[src/rtl/dlsc_pxdma_arbiter.sv]
// dlsc_pxdma_arbiter: shares one AXI row-command engine between PORTS pxdma
// command sources. Round-robin grant into a single output register stage,
// in-order tag FIFO recording the owning port of each in-flight command, and
// per-port routing of engine completion pulses.
// Optional build macro DLSC_PXDMA_ARB_PRIO0_EN: port 0 gets absolute priority,
// ports 1..PORTS-1 round-robin among themselves.
module dlsc_pxdma_arbiter #(
  parameter int unsigned PORTS    = 2,
  parameter int unsigned AXI_ADDR = 32,
  parameter int unsigned BLEN     = 12,
  parameter int unsigned DEPTH    = 4
) (
  input  logic                     clk,
  input  logic                     rst,
  output logic [PORTS-1:0]         in_cmd_ready,
  input  logic [PORTS-1:0]         in_cmd_valid,
  input  logic [PORTS*AXI_ADDR-1:0] in_cmd_addr,
  input  logic [PORTS*BLEN-1:0]    in_cmd_bytes,
  output logic [PORTS-1:0]         in_cmd_done,
  input  logic                     out_cmd_ready,
  output logic                     out_cmd_valid,
  output logic [AXI_ADDR-1:0]      out_cmd_addr,
  output logic [BLEN-1:0]          out_cmd_bytes,
  input  logic                     out_cmd_done,
  output logic                     busy
);

  localparam int unsigned PTR_W = $clog2(DEPTH);
  localparam int unsigned CNT_W = PTR_W + 1;
  localparam int unsigned IDX_W = $clog2(PORTS);

  logic [IDX_W-1:0]    ptr_q, ptr_d;
  logic                out_valid_q, out_valid_d;
  logic [AXI_ADDR-1:0] out_addr_q, out_addr_d;
  logic [BLEN-1:0]     out_bytes_q, out_bytes_d;
  logic [PTR_W-1:0]    wr_ptr_q, wr_ptr_d;
  logic [PTR_W-1:0]    rd_ptr_q, rd_ptr_d;
  logic [CNT_W-1:0]    count_q, count_d;
  logic [PORTS-1:0]    done_q, done_d;
  logic                busy_q, busy_d;
  logic                dlsc_error_q, dlsc_error_d;
  logic [IDX_W-1:0]    tag_q [DEPTH];

  logic [IDX_W-1:0]    winner_c;
  logic [IDX_W-1:0]    idx_c;
  logic                found_c;
  logic                slot_free_c;
  logic                grant_c;
  logic                pop_c;

  // Pick the first requesting port after the round-robin pointer
  always_comb begin
    winner_c = '0;
    idx_c    = '0;
    found_c  = 1'b0;
`ifdef DLSC_PXDMA_ARB_PRIO0_EN
    if (in_cmd_valid[0]) begin
      found_c = 1'b1;
    end else begin
      for (int unsigned i = 1; i < PORTS; i++) begin
        idx_c = IDX_W'(((32'(ptr_q) + PORTS - 2 + i) % (PORTS - 1)) + 1);
        if (!found_c && in_cmd_valid[idx_c]) begin
          found_c  = 1'b1;
          winner_c = idx_c;
        end
      end
    end
`else
    for (int unsigned i = 1; i <= PORTS; i++) begin
      idx_c = IDX_W'((32'(ptr_q) + i) % PORTS);
      if (!found_c && in_cmd_valid[idx_c]) begin
        found_c  = 1'b1;
        winner_c = idx_c;
      end
    end
`endif
  end

  assign slot_free_c = !out_valid_q || out_cmd_ready;
  assign grant_c     = slot_free_c && (count_q < CNT_W'(DEPTH)) && found_c;
  assign pop_c       = out_cmd_done && (count_q != '0);

  // One-hot accept strobe for the granted port only
  always_comb begin
    in_cmd_ready = '0;
    if (grant_c) in_cmd_ready[winner_c] = 1'b1;
  end

  // Next-state: pointer, output slot, tag FIFO bookkeeping, completion routing
  always_comb begin
    ptr_d        = ptr_q;
    out_valid_d  = out_valid_q;
    out_addr_d   = out_addr_q;
    out_bytes_d  = out_bytes_q;
    wr_ptr_d     = wr_ptr_q;
    rd_ptr_d     = rd_ptr_q;
    count_d      = count_q;
    done_d       = '0;
    dlsc_error_d = dlsc_error_q;

    if (grant_c) begin
`ifdef DLSC_PXDMA_ARB_PRIO0_EN
      if (winner_c != '0) ptr_d = winner_c;
`else
      ptr_d = winner_c;
`endif
    end

    if (slot_free_c) begin
      out_valid_d = grant_c;
      if (grant_c) begin
        out_addr_d  = in_cmd_addr[32'(winner_c)*AXI_ADDR +: AXI_ADDR];
        out_bytes_d = in_cmd_bytes[32'(winner_c)*BLEN +: BLEN];
      end
    end

    if (grant_c) wr_ptr_d = wr_ptr_q + PTR_W'(1);
    if (pop_c) begin
      rd_ptr_d               = rd_ptr_q + PTR_W'(1);
      done_d[tag_q[rd_ptr_q]] = 1'b1;
    end
    count_d = count_q + CNT_W'(grant_c) - CNT_W'(pop_c);

    // Completion with nothing in flight is a protocol error on the engine side
    if (out_cmd_done && (count_q == '0)) dlsc_error_d = 1'b1;

    busy_d = out_valid_d || (count_d != '0);
  end

  // State registers
  always_ff @(posedge clk or posedge rst) begin
    if (rst) begin
      ptr_q        <= IDX_W'(PORTS - 1);
      out_valid_q  <= 1'b0;
      out_addr_q   <= '0;
      out_bytes_q  <= '0;
      wr_ptr_q     <= '0;
      rd_ptr_q     <= '0;
      count_q      <= '0;
      done_q       <= '0;
      busy_q       <= 1'b0;
      dlsc_error_q <= 1'b0;
    end else begin
      ptr_q        <= ptr_d;
      out_valid_q  <= out_valid_d;
      out_addr_q   <= out_addr_d;
      out_bytes_q  <= out_bytes_d;
      wr_ptr_q     <= wr_ptr_d;
      rd_ptr_q     <= rd_ptr_d;
      count_q      <= count_d;
      done_q       <= done_d;
      busy_q       <= busy_d;
      dlsc_error_q <= dlsc_error_d;
    end
  end

  // Tag FIFO storage: owning port of each in-flight command
  always_ff @(posedge clk or posedge rst) begin
    if (rst) begin
      for (int unsigned i = 0; i < DEPTH; i++) tag_q[i] <= '0;
    end else if (grant_c) begin
      tag_q[wr_ptr_q] <= winner_c;
    end
  end

  assign out_cmd_valid = out_valid_q;
  assign out_cmd_addr  = out_addr_q;
  assign out_cmd_bytes = out_bytes_q;
  assign in_cmd_done   = done_q;
  assign busy          = busy_q;

endmodule
[config.mk]
export PLATFORM = sky130hd
export DESIGN_NAME = dlsc_pxdma_arbiter
export DESIGN_NICKNAME = d
export VERILOG_FILES = /design/src/rtl/dlsc_pxdma_arbiter.sv
export SDC_FILE = /design/constraint.sdc
export NUM_CORES = 1
export LEC_CHECK = 0
export CORE_MARGIN = 1.5
export CORE_UTILIZATION = 41
export CTS_BUF_LIST = sky130_fd_sc_hd__clkbuf_2 sky130_fd_sc_hd__clkbuf_4 sky130_fd_sc_hd__clkbuf_8
export DETAILED_ROUTE_END_ITERATION = 12
export GPL_TIMING_DRIVEN = 0
export PLACE_DENSITY = 0.92
export SLEW_MARGIN = 10
export SYNTH_ARGS = -nofsm -noshare
export SYNTH_HDL_FRONTEND = slang
export SYNTH_SLANG_ARGS = --single-unit
[constraint.sdc]
create_clock -name clk -period 3.45 [get_ports clk]
set_input_delay 0.69 -clock clk [delete_from_list [all_inputs] [get_ports clk]]
set_output_delay 0.69 -clock clk [all_outputs]
set_load 0.005 [all_outputs]
* After elaboration in Yosys (flattened, before gate mapping)
Index checks and enable logic that the tools add are counted.
** Word-level totals
- Flip-flop bits (word level) :: 60
- Bits in latches :: 0
- Bits in writable memories :: 0
- ROM bits :: 0
- Input bits :: 94
- Output and inout bits :: 50
- Word-level logic and storage cells :: 69
- Memories :: 0
** Operators by class
- $add $sub $neg :: 6
- Multiply operators :: 1
- Divide/modulo/power cells :: 0
- Magnitude comparators :: 10
- Eq/ne operators :: 0
- Shifts and indexed selects :: 2
- Mux-type cells :: 21
- Bitwise gates (word level) :: 2
- Reductions and logical operators :: 14
** Operators by type and width (count)
- $shiftx A64 B7 Y32 :: 1
- $shiftx A24 B6 Y12 :: 1
- $mux W1 :: 14
- $lt A1 B2 Y1 const B :: 4
- $logic_and A1 B1 Y1 :: 7
- $ge A3 B3 Y1 const B :: 2
- $not A2 Y3 :: 2
- $reduce_bool A3 Y1 :: 2
- $add A2 B1 Y2 const B :: 2
- $bwmux W4 :: 1
- $mux W2 :: 2
- $add A3 B1 Y3 :: 1
- $lt A3 B1 Y1 const B :: 1
- $lt A3 B3 Y1 const B :: 1
- $mul A1 B2 Y3 const B :: 1
- $sub A3 B1 Y3 :: 1
- $add A1 B1 Y1 const B :: 2
- $bmux W1 S2 :: 1
- $demux W1 S1 :: 2
- $demux W1 S2 :: 1
- $ge A1 B1 Y1 const B :: 2
- $logic_not A1 Y1 :: 2
- $logic_or A1 B1 Y1 :: 2
- $reduce_and A2 Y1 :: 1

* Logic depth before layout (Yosys ltp)
Gate-level depths: netlist of run 1.
- Word-level depth :: 12
- Gate-level depth with buffers :: 10
- Mapped depth without buffers :: 9

* Worst setup path before layout of run 1
No wires, ideal clock.
- Path type :: input port to flip-flop
- Start :: input port out_cmd_ready
- End :: register busy_q, in the netlist busy
- Setup time :: 139 ps
- Arrival :: 2800 ps
- Data required time :: 3311 ps
- Slack :: 511 ps
- Stages on the path :: 10
- Path buffers :: 1
- Cells stage by stage :: nand2b_1 clkbuf_1 nand2_1 ha_1 inv_1 ha_1 fa_1 xor2_1 xnor2_1 or4_1
** Between the ends
- Word-level cells in the longest chain between the ends :: 7
** Ends and longest elaborated chain
- start, declared :: line 20 : input logic out_cmd_ready,
- $logic_or A1 B1 Y1 :: line 79 : assign slot_free_c = !out_valid_q || out_cmd_ready;
- $logic_and A1 B1 Y1 (2 in a row) :: line 80 : assign grant_c = slot_free_c && (count_q < CNT_W'(DEPTH)) && found_c;
- $add A3 B1 Y3 :: line 122 : count_d = count_q + CNT_W'(grant_c) - CNT_W'(pop_c);
- $sub A3 B1 Y3 :: line 122
- named net count_d[2] :: line 38 : logic [CNT_W-1:0] count_q, count_d;
- $reduce_bool A3 Y1 :: line 127 : busy_d = out_valid_d || (count_d != '0);
- $logic_or A1 B1 Y1 :: line 127
- named net busy_d :: line 40 : logic busy_q, busy_d;
- end signal, assigned :: line 152 : busy_q <= busy_d;
- end, declared :: line 40
The timed path passes the listed nets, and every way through them passes these cells.
A chain may end at the register's enable or synchronous reset.

* Worst setup path after layout of run 1
- Start :: input port in_cmd_valid[1]
- End :: output port in_cmd_ready[1]
** Between the ends
- Word-level cells in the longest chain between the ends :: 11
** Ends and longest elaborated chain
- start, declared :: line 16 : input logic [PORTS-1:0] in_cmd_valid,
- $mux W1 (not written as such) (2 in a row) :: line 71 : if (!found_c && in_cmd_valid[idx_c]) begin
- $mux W1 :: line 71
- $logic_not A1 Y1 :: line 71
- $logic_and A1 B1 Y1 :: line 71
- $mux W1 :: line 71
- $lt A1 B2 Y1 (not written as such) or $ge A1 B1 Y1 (tied branches) :: line 86 : if (grant_c) in_cmd_ready[winner_c] = 1'b1;
- $logic_and A1 B1 Y1 (not written as such) :: line 86
- $mux W1 (not written as such) :: line 86
- $demux W1 S1 :: line 86
- $mux W2 (*) :: line 86
- end, declared :: line 15 : output logic [PORTS-1:0] in_cmd_ready,
Every way passes the cells marked *; elsewhere a longest branch is shown, timed or not. The select of a mux whose other input is x is not followed.

==> impl_metrics.py, run 1 <==
metrics = {
    "outcome": {
        "status": "complete, but fails checks",
        "violations": "design-rule violations",
    },
    "worst_hold_path": {
        "hold_path_class": "reg2reg",
    },
    "synth": {
        "seq_area_frac_synth": 0.547,
        "synth_warnings": 0,
        "avgSynthCellArea_um2": 12.9,
        "synth_seq_cells": 60,
        "synth_top_family_by_area": "compound AO/OA/AOI/OAI gates",
        "synth-simple-area-share": 0.0387,
        "synth_compound_area_frac": 0.307,
        "synthAdderAreaFrac": 0.0346,
        "syn_area_mm2": 0.00275,
        "synth.area.mux_share": 0.0159,
        "syn_nets": 314,
        "synth-xor-area-share": 0.0159,
        "netlist_instances": 213,
        "ys_types": 32,
    },
    "global_route": {
        "grt.busiest_layer": "met2",
        "grt_use_met2": 0.420,
        "gr-usage-met1": 0.256,
        "track_usage": 0.235,
        "grt_pass1_vias": 2766,
        "grt.overflow.total": 0,
        "antenna_found_initial": 0,
        "met3_usage": 0.0652,
        "grt_pass1_wl_um": 13000,
        "grt_max_degree": 37,
    },
    "route": {
        "viasPerCell": 5.54,
        "via_count": 2493,
        "wl_per_cell_um": 17.9,
        "ant_nets": 0,
        "finalWirelength_um": 8070,
        "drt_first_pass_iters": 8,
        "drc": 5,
        "drtIter0Drc": 80,
    },
    "clock_network": {
        "h-tree-depth": 3,
        "post_cts_buffers": 0,
        "cts_made_buffers": 9,
        "insertion_delay_ns": 0.33,
        "cts_sinks": 60,
        "cts_tree": "yes",
        "clockRootBuffer": "clkbuf_8",
        "cts.clk_slew.worst_paths_ns": 0.07,
        "cts_buffer_depth": 2,
        "hold_buffers": 0,
    },
    "timing": {
        "drv_slew": 0,
        "max_slew_margin": 0.639,
        "tightest_slew_ns": 0.541,
        "clock_skew_ns": 0.00630,
        "fin_crit_sh": 0.970,
        "clock.fmax_ghz": 0.299,
        "finalHoldViolCount": 0,
        "timing.final.crit_period_ns": 3.35,
        "hold_slack_ns": 0.506,
        "setup_violations": 0,
    },
    "setup_path": {
        "path_max_fanout": 10,
        "critical_path_required_ns": 2.76,
        "cp-end-kind": "primary output",
        "path_class": "in2out",
        "cp-start-kind": "primary input",
        "arrival_ns": 2.66,
    },
    "placed_design": {
        "hpwl_um": 6150,
        "post-place-cells": 434,
        "placed_cell_area_mm2": 0.00430,
        "gp_congestion": 0.736,
        "io_buffers": 143,
    },
    "layout": {
        "finalInstanceArea_mm2": 0.00453,
        "fillers": 483,
        "fin_nets": 469,
        "stdcell_count": 450,
        "final_util": 0.705,
        "area_delta_synth_final_pct": 64.7,
        "antennaDiodeCount": 0,
        "drive_gt1_frac": 0.0992,
    },
    "flow_run": {
        "cap_violations": 0,
    },
    "floorplan": {
        "fp.dieW_um": 84.9,
        "num_rows": 29,
        "core_area_mm2": 0.00642,
        "initial_core_util": 0.428,
        "fp.dieArea_mm2": 0.00720,
        "dieHeight_um": 84.9,
        "pin_count": 144,
    },
    "power_and_ir_drop": {
        "leakage_nw": 1.89,
        "power_density_mw_per_mm2": 815,
        "vdd_drop_max_uv": 436,
    },
}
-- layout make-up --
type / instances / area [µm²] / area share
flip-flops and latches: 60 / 1500 / 0.332
repair buffers: 144 / 1450 / 0.321
well taps: 77 / 96.3 / 0.0213
clock inverters: 6 / 87.6 / 0.0193
clock buffers: 10 / 138 / 0.0304
inverters: 8 / 30.0 / 0.00663
plain buffers: 19 / 86.3 / 0.0191
multi-input cells: 126 / 1130 / 0.251
-- flip-flops by register name (all words and copies together) (netlist names) --
register	flops
out_cmd_addr	32
ptr_q	1
out_cmd_valid	1
out_cmd_bytes	12
rd_ptr_q	2
count_q	3
wr_ptr_q	2
tag_q	4
in_cmd_done	2
busy	1
-- worst max-delay path, stage by stage --
cell and delay [ns]:
clkdlybuf4s50_1 0.51, a21bo_2 0.26, nor3_4 0.34, buf_2 0.31
clkdlybuf4s50_1 0.54
-- final timing paths --
path                                         start                          end  slack (ns)  depth (start not counted)
min reg2reg                rd_ptr_q[1]$_DFFE_PP0P_      rd_ptr_q[1]$_DFFE_PP0P_        0.51                          1
max in group asynchronous                      rst            ptr_q$_DFFE_PP1P_        2.10                          3
max                                in_cmd_valid[1]              in_cmd_ready[1]        0.10                          5
min in group asynchronous                      rst  out_cmd_addr[5]$_DFFE_PP0P_        0.72                          2
min                        rd_ptr_q[1]$_DFFE_PP0P_      rd_ptr_q[1]$_DFFE_PP0P_        0.51                          1
max reg2reg                   count_q[2]$_DFF_PP0_               busy$_DFF_PP0_        0.43                         10
-- cells in the mapped netlist (all sizes together) --
library cell,instances,share of area
dfrtp,59,0.54
a21boi,44,0.12
a221o,44,0.16
clkbuf,12,0.017
inv,8,0.011
buf,7,0.014
ha,6,0.027
a21oi,4,0.0073
xnor2,4,0.013
a31oi,3,0.0068
nand2,2,0.0027
nor2,2,0.0027
nor2b,2,0.0073
a21bo,1,0.0036
and2,1,0.0023
dfstp,1,0.0096
fa,1,0.0073
mux2,1,0.0041
mux2i,1,0.0036
mux4,1,0.0082
nand2b,1,0.0023
nand3,1,0.0018
nor3,1,0.0059
nor4b,1,0.0086
o21ba,1,0.0059
o31ai,1,0.0027
or2,1,0.0023
or4,1,0.0027
xor2,1,0.0032
-- through the flow --
step                      setup WS (ns)  total power [W]  setup TNS [ns]
after CTS                        0.0111          0.00372               0
after global routing           -0.00333          0.00392        -0.00333
after global placement           -0.477          0.00291          -0.477
after floorplan                   0.511          0.00209               0
final                             0.105          0.00369               0
after detailed placement         -0.514          0.00300          -0.543
-- layout by cell type (no fill, tap or decap), types with 2 or more instances in the layout --
cell type and n:
buf_2 8, clkbuf_8 10, xnor2_1 4, ha_1 6
clkbuf_1 9, a221o_1 44, nand2_1 2, nor2_1 2
clkinvlp_4 3, clkdlybuf4s50_1 143, inv_1 7, a21oi_1 4
a31oi_1 3, a21boi_0 44, bufinv_16 2, dfrtp_1 59
-- cell families after synthesis --
logic type	Yosys count
compound gates	98
flops	60
xor+xnor	5
mux	3
buf+inv	27
fa+ha+maj	7
simple gates	13
-- per-layer routing --
metal  vias to the layer above  part of all wire
li1                       1140                 -
met1                      1225              0.38
met2                       106              0.52
met3                        22             0.069
met4                         0             0.028
met5                         -                 0
-- report_power, final --
group | leakage [nW] | internal [W] | switching [W]
clock | 0.105 | 0.000425 | 0.000283
sequential | 0.729 | 0.00105 | 0.000207
combinational | 1.05 | 0.00105 | 0.000677
total | 1.89 | 0.00252 | 0.00117
-- repair_timing --
| item | 4_1_cts | 5_1_grt |
|---|---|---|
| resized for setup | 1 | 5 |
| endpoints found under the setup margin | 1 | 2 |
| pin swaps | 0 | 0 |
No activity file was read; power rests on OpenSTA's default activity.
==> inputs of run 2 (changes only) <==
--- a/config.mk
+++ b/config.mk
@@ -10,7 +10,9 @@
 export CTS_BUF_LIST = sky130_fd_sc_hd__clkbuf_2 sky130_fd_sc_hd__clkbuf_4 sky130_fd_sc_hd__clkbuf_8
 export DETAILED_ROUTE_END_ITERATION = 12
 export GPL_TIMING_DRIVEN = 0
+export HOLD_SLACK_MARGIN = 0.12
 export PLACE_DENSITY = 0.92
+export REMOVE_ABC_BUFFERS = 1
 export SLEW_MARGIN = 10
 export SYNTH_ARGS = -nofsm -noshare
 export SYNTH_HDL_FRONTEND = slang
==> constraint.sdc (replaced) <==
create_clock -name clk -period 3.45 [get_ports clk]
set_input_delay 1.035 -clock clk [delete_from_list [all_inputs] [get_ports clk]]
set_output_delay 1.035 -clock clk [all_outputs]
set_load 0.005 [all_outputs]
==> impl_metrics.py, run 2 (synthesis results as in run 1) <==
metrics = {
    "outcome": {
        "status": "complete, but fails checks",
        "violations": "design-rule violations",
    },
    "floorplan": {
        "pin_count": 144,
        "fp.dieArea_mm2": 0.00720,
        "dieHeight_um": 84.9,
        "core_area_mm2": 0.00642,
        "initial_core_util": 0.428,
        "num_rows": 29,
        "fp.dieW_um": 84.9,
    },
    "route": {
        "drt_first_pass_iters": 8,
        "drtIter0Drc": 139,
        "via_count": 2528,
        "ant_nets": 0,
        "finalWirelength_um": 8620,
        "drc": 9,
        "viasPerCell": 5.67,
        "wl_per_cell_um": 19.3,
    },
    "global_route": {
        "track_usage": 0.251,
        "antenna_found_initial": 0,
        "grt_pass1_wl_um": 13800,
        "grt.overflow.total": 0,
        "grt_max_degree": 37,
        "grt_pass1_vias": 2702,
    },
    "clock_network": {
        "clockRootBuffer": "clkbuf_8",
        "cts_made_buffers": 9,
        "hold_buffers": 0,
        "h-tree-depth": 3,
        "cts_sinks": 60,
        "cts.clk_slew.worst_paths_ns": 0.07,
        "insertion_delay_ns": 0.33,
        "cts_buffer_depth": 2,
        "cts_tree": "yes",
    },
    "setup_path": {
        "path_class": "in2out",
        "cp-start-kind": "primary input",
        "path_max_fanout": 4,
        "arrival_ns": 2.39,
        "critical_path_required_ns": 2.41,
        "cp-end-kind": "primary output",
        "reg2reg_depth": 9,
    },
    "timing": {
        "timing.final.crit_period_ns": 3.43,
        "hold_slack_ns": 0.490,
        "clock_skew_ns": 0.00978,
        "fin_crit_sh": 0.993,
        "finalSetupTns_ns": 0,
        "finalHoldViolCount": 0,
        "rsz0062_at_grt": "yes",
        "max_slew_margin": 0.602,
        "tightest_slew_ns": 0.597,
        "clock.fmax_ghz": 0.292,
        "setup_violations": 0,
        "drv_slew": 0,
    },
    "power_and_ir_drop": {
        "leakage_nw": 1.96,
        "vdd_drop_max_uv": 401,
        "power_density_mw_per_mm2": 839,
        "p_total_w": 0.00393,
    },
    "layout": {
        "final_cell_mix": "clkdlybuf4s50_1 (140), dfrtp_1 (59), a21boi_0 (44), a221o_1 (44), clkbuf_8 (10)",
        "largest_reg_flops": 32,
        "final_util": 0.730,
        "antennaDiodeCount": 0,
        "fillers": 428,
        "area_delta_synth_final_pct": 70.6,
        "drive_gt1_frac": 0.122,
        "stdcell_count": 446,
        "layout_commonest_cell": "clkdlybuf4s50_1",
        "fin_nets": 465,
    },
    "placed_design": {
        "io_buffers": 143,
        "post-place-cells": 421,
        "gp_congestion": 0.723,
        "hpwl_um": 5620,
    },
    "flow_run": {
        "cap_violations": 0,
    },
    "worst_hold_path": {
        "hold_path_class": "reg2reg",
        "worstHoldPathCells": 1,
    },
}
## run 2: final cells by class
cell class,instances,area (µm²),share of cell area
inverters,8,30.0,0.00641
repair buffers,158,1630,0.349
flip-flops and latches,60,1500,0.321
multi-input cells,127,1150,0.246
well taps,77,96.3,0.0205
clock inverters,6,135,0.0288
clock buffers,10,138,0.0294
## run 2: final timing paths
path	slack (ns)	end	start
min	0.49	rd_ptr_q[1]$_DFFE_PP0P_	rd_ptr_q[1]$_DFFE_PP0P_
min reg2reg	0.49	rd_ptr_q[1]$_DFFE_PP0P_	rd_ptr_q[1]$_DFFE_PP0P_
max	0.02	in_cmd_ready[0]	in_cmd_valid[1]
max in group asynchronous	1.70	ptr_q$_DFFE_PP1P_	rst
min in group asynchronous	1.10	out_cmd_addr[8]$_DFFE_PP0P_	rst
max reg2reg	0.39	busy$_DFF_PP0_	count_q[2]$_DFF_PP0_
## run 2: report_power, final
part	switching (W)	internal, W
Combinational	0.000690	0.00111
Clock	0.000288	0.000573
Sequential	0.000217	0.00105
Total	0.00119	0.00274
## run 2: through the flow
| stage | cell area, µm² | setup WS, ns |
|---|---|---|
| global route | 4690 | -0.00295 |
| global placement | 4190 | -1.96 |
| detailed placement | 4310 | -0.736 |
| CTS | 4690 | -0.00735 |
| floorplan | 2670 | -0.341 |
| finish | 4690 | 0.0224 |
## run 2: critical path: stages
cell and delay (ns):
clkdlybuf4s15_2 0.23, nor2b_1 0.17, nor4b_4 0.31, buf_6 0.16, clkdlybuf4s50_1 0.49
## run 2: per-layer routing
| metal | share of wire | global-route usage |
|---|---|---|
| met1 | 0.41 | 0.312 |
| met2 | 0.50 | 0.423 |
| met3 | 0.071 | 0.0749 |
| met4 | 0.016 | 0.0820 |
| met5 | 0 | 0 |
## run 2: what timing repair did
item	CTS	global route
resized for setup	9	1
gates cloned	2	0
buffers inserted	7	0
pin swaps	2	2
endpoints found under the hold margin	0	0
endpoints found under the setup margin	3	3
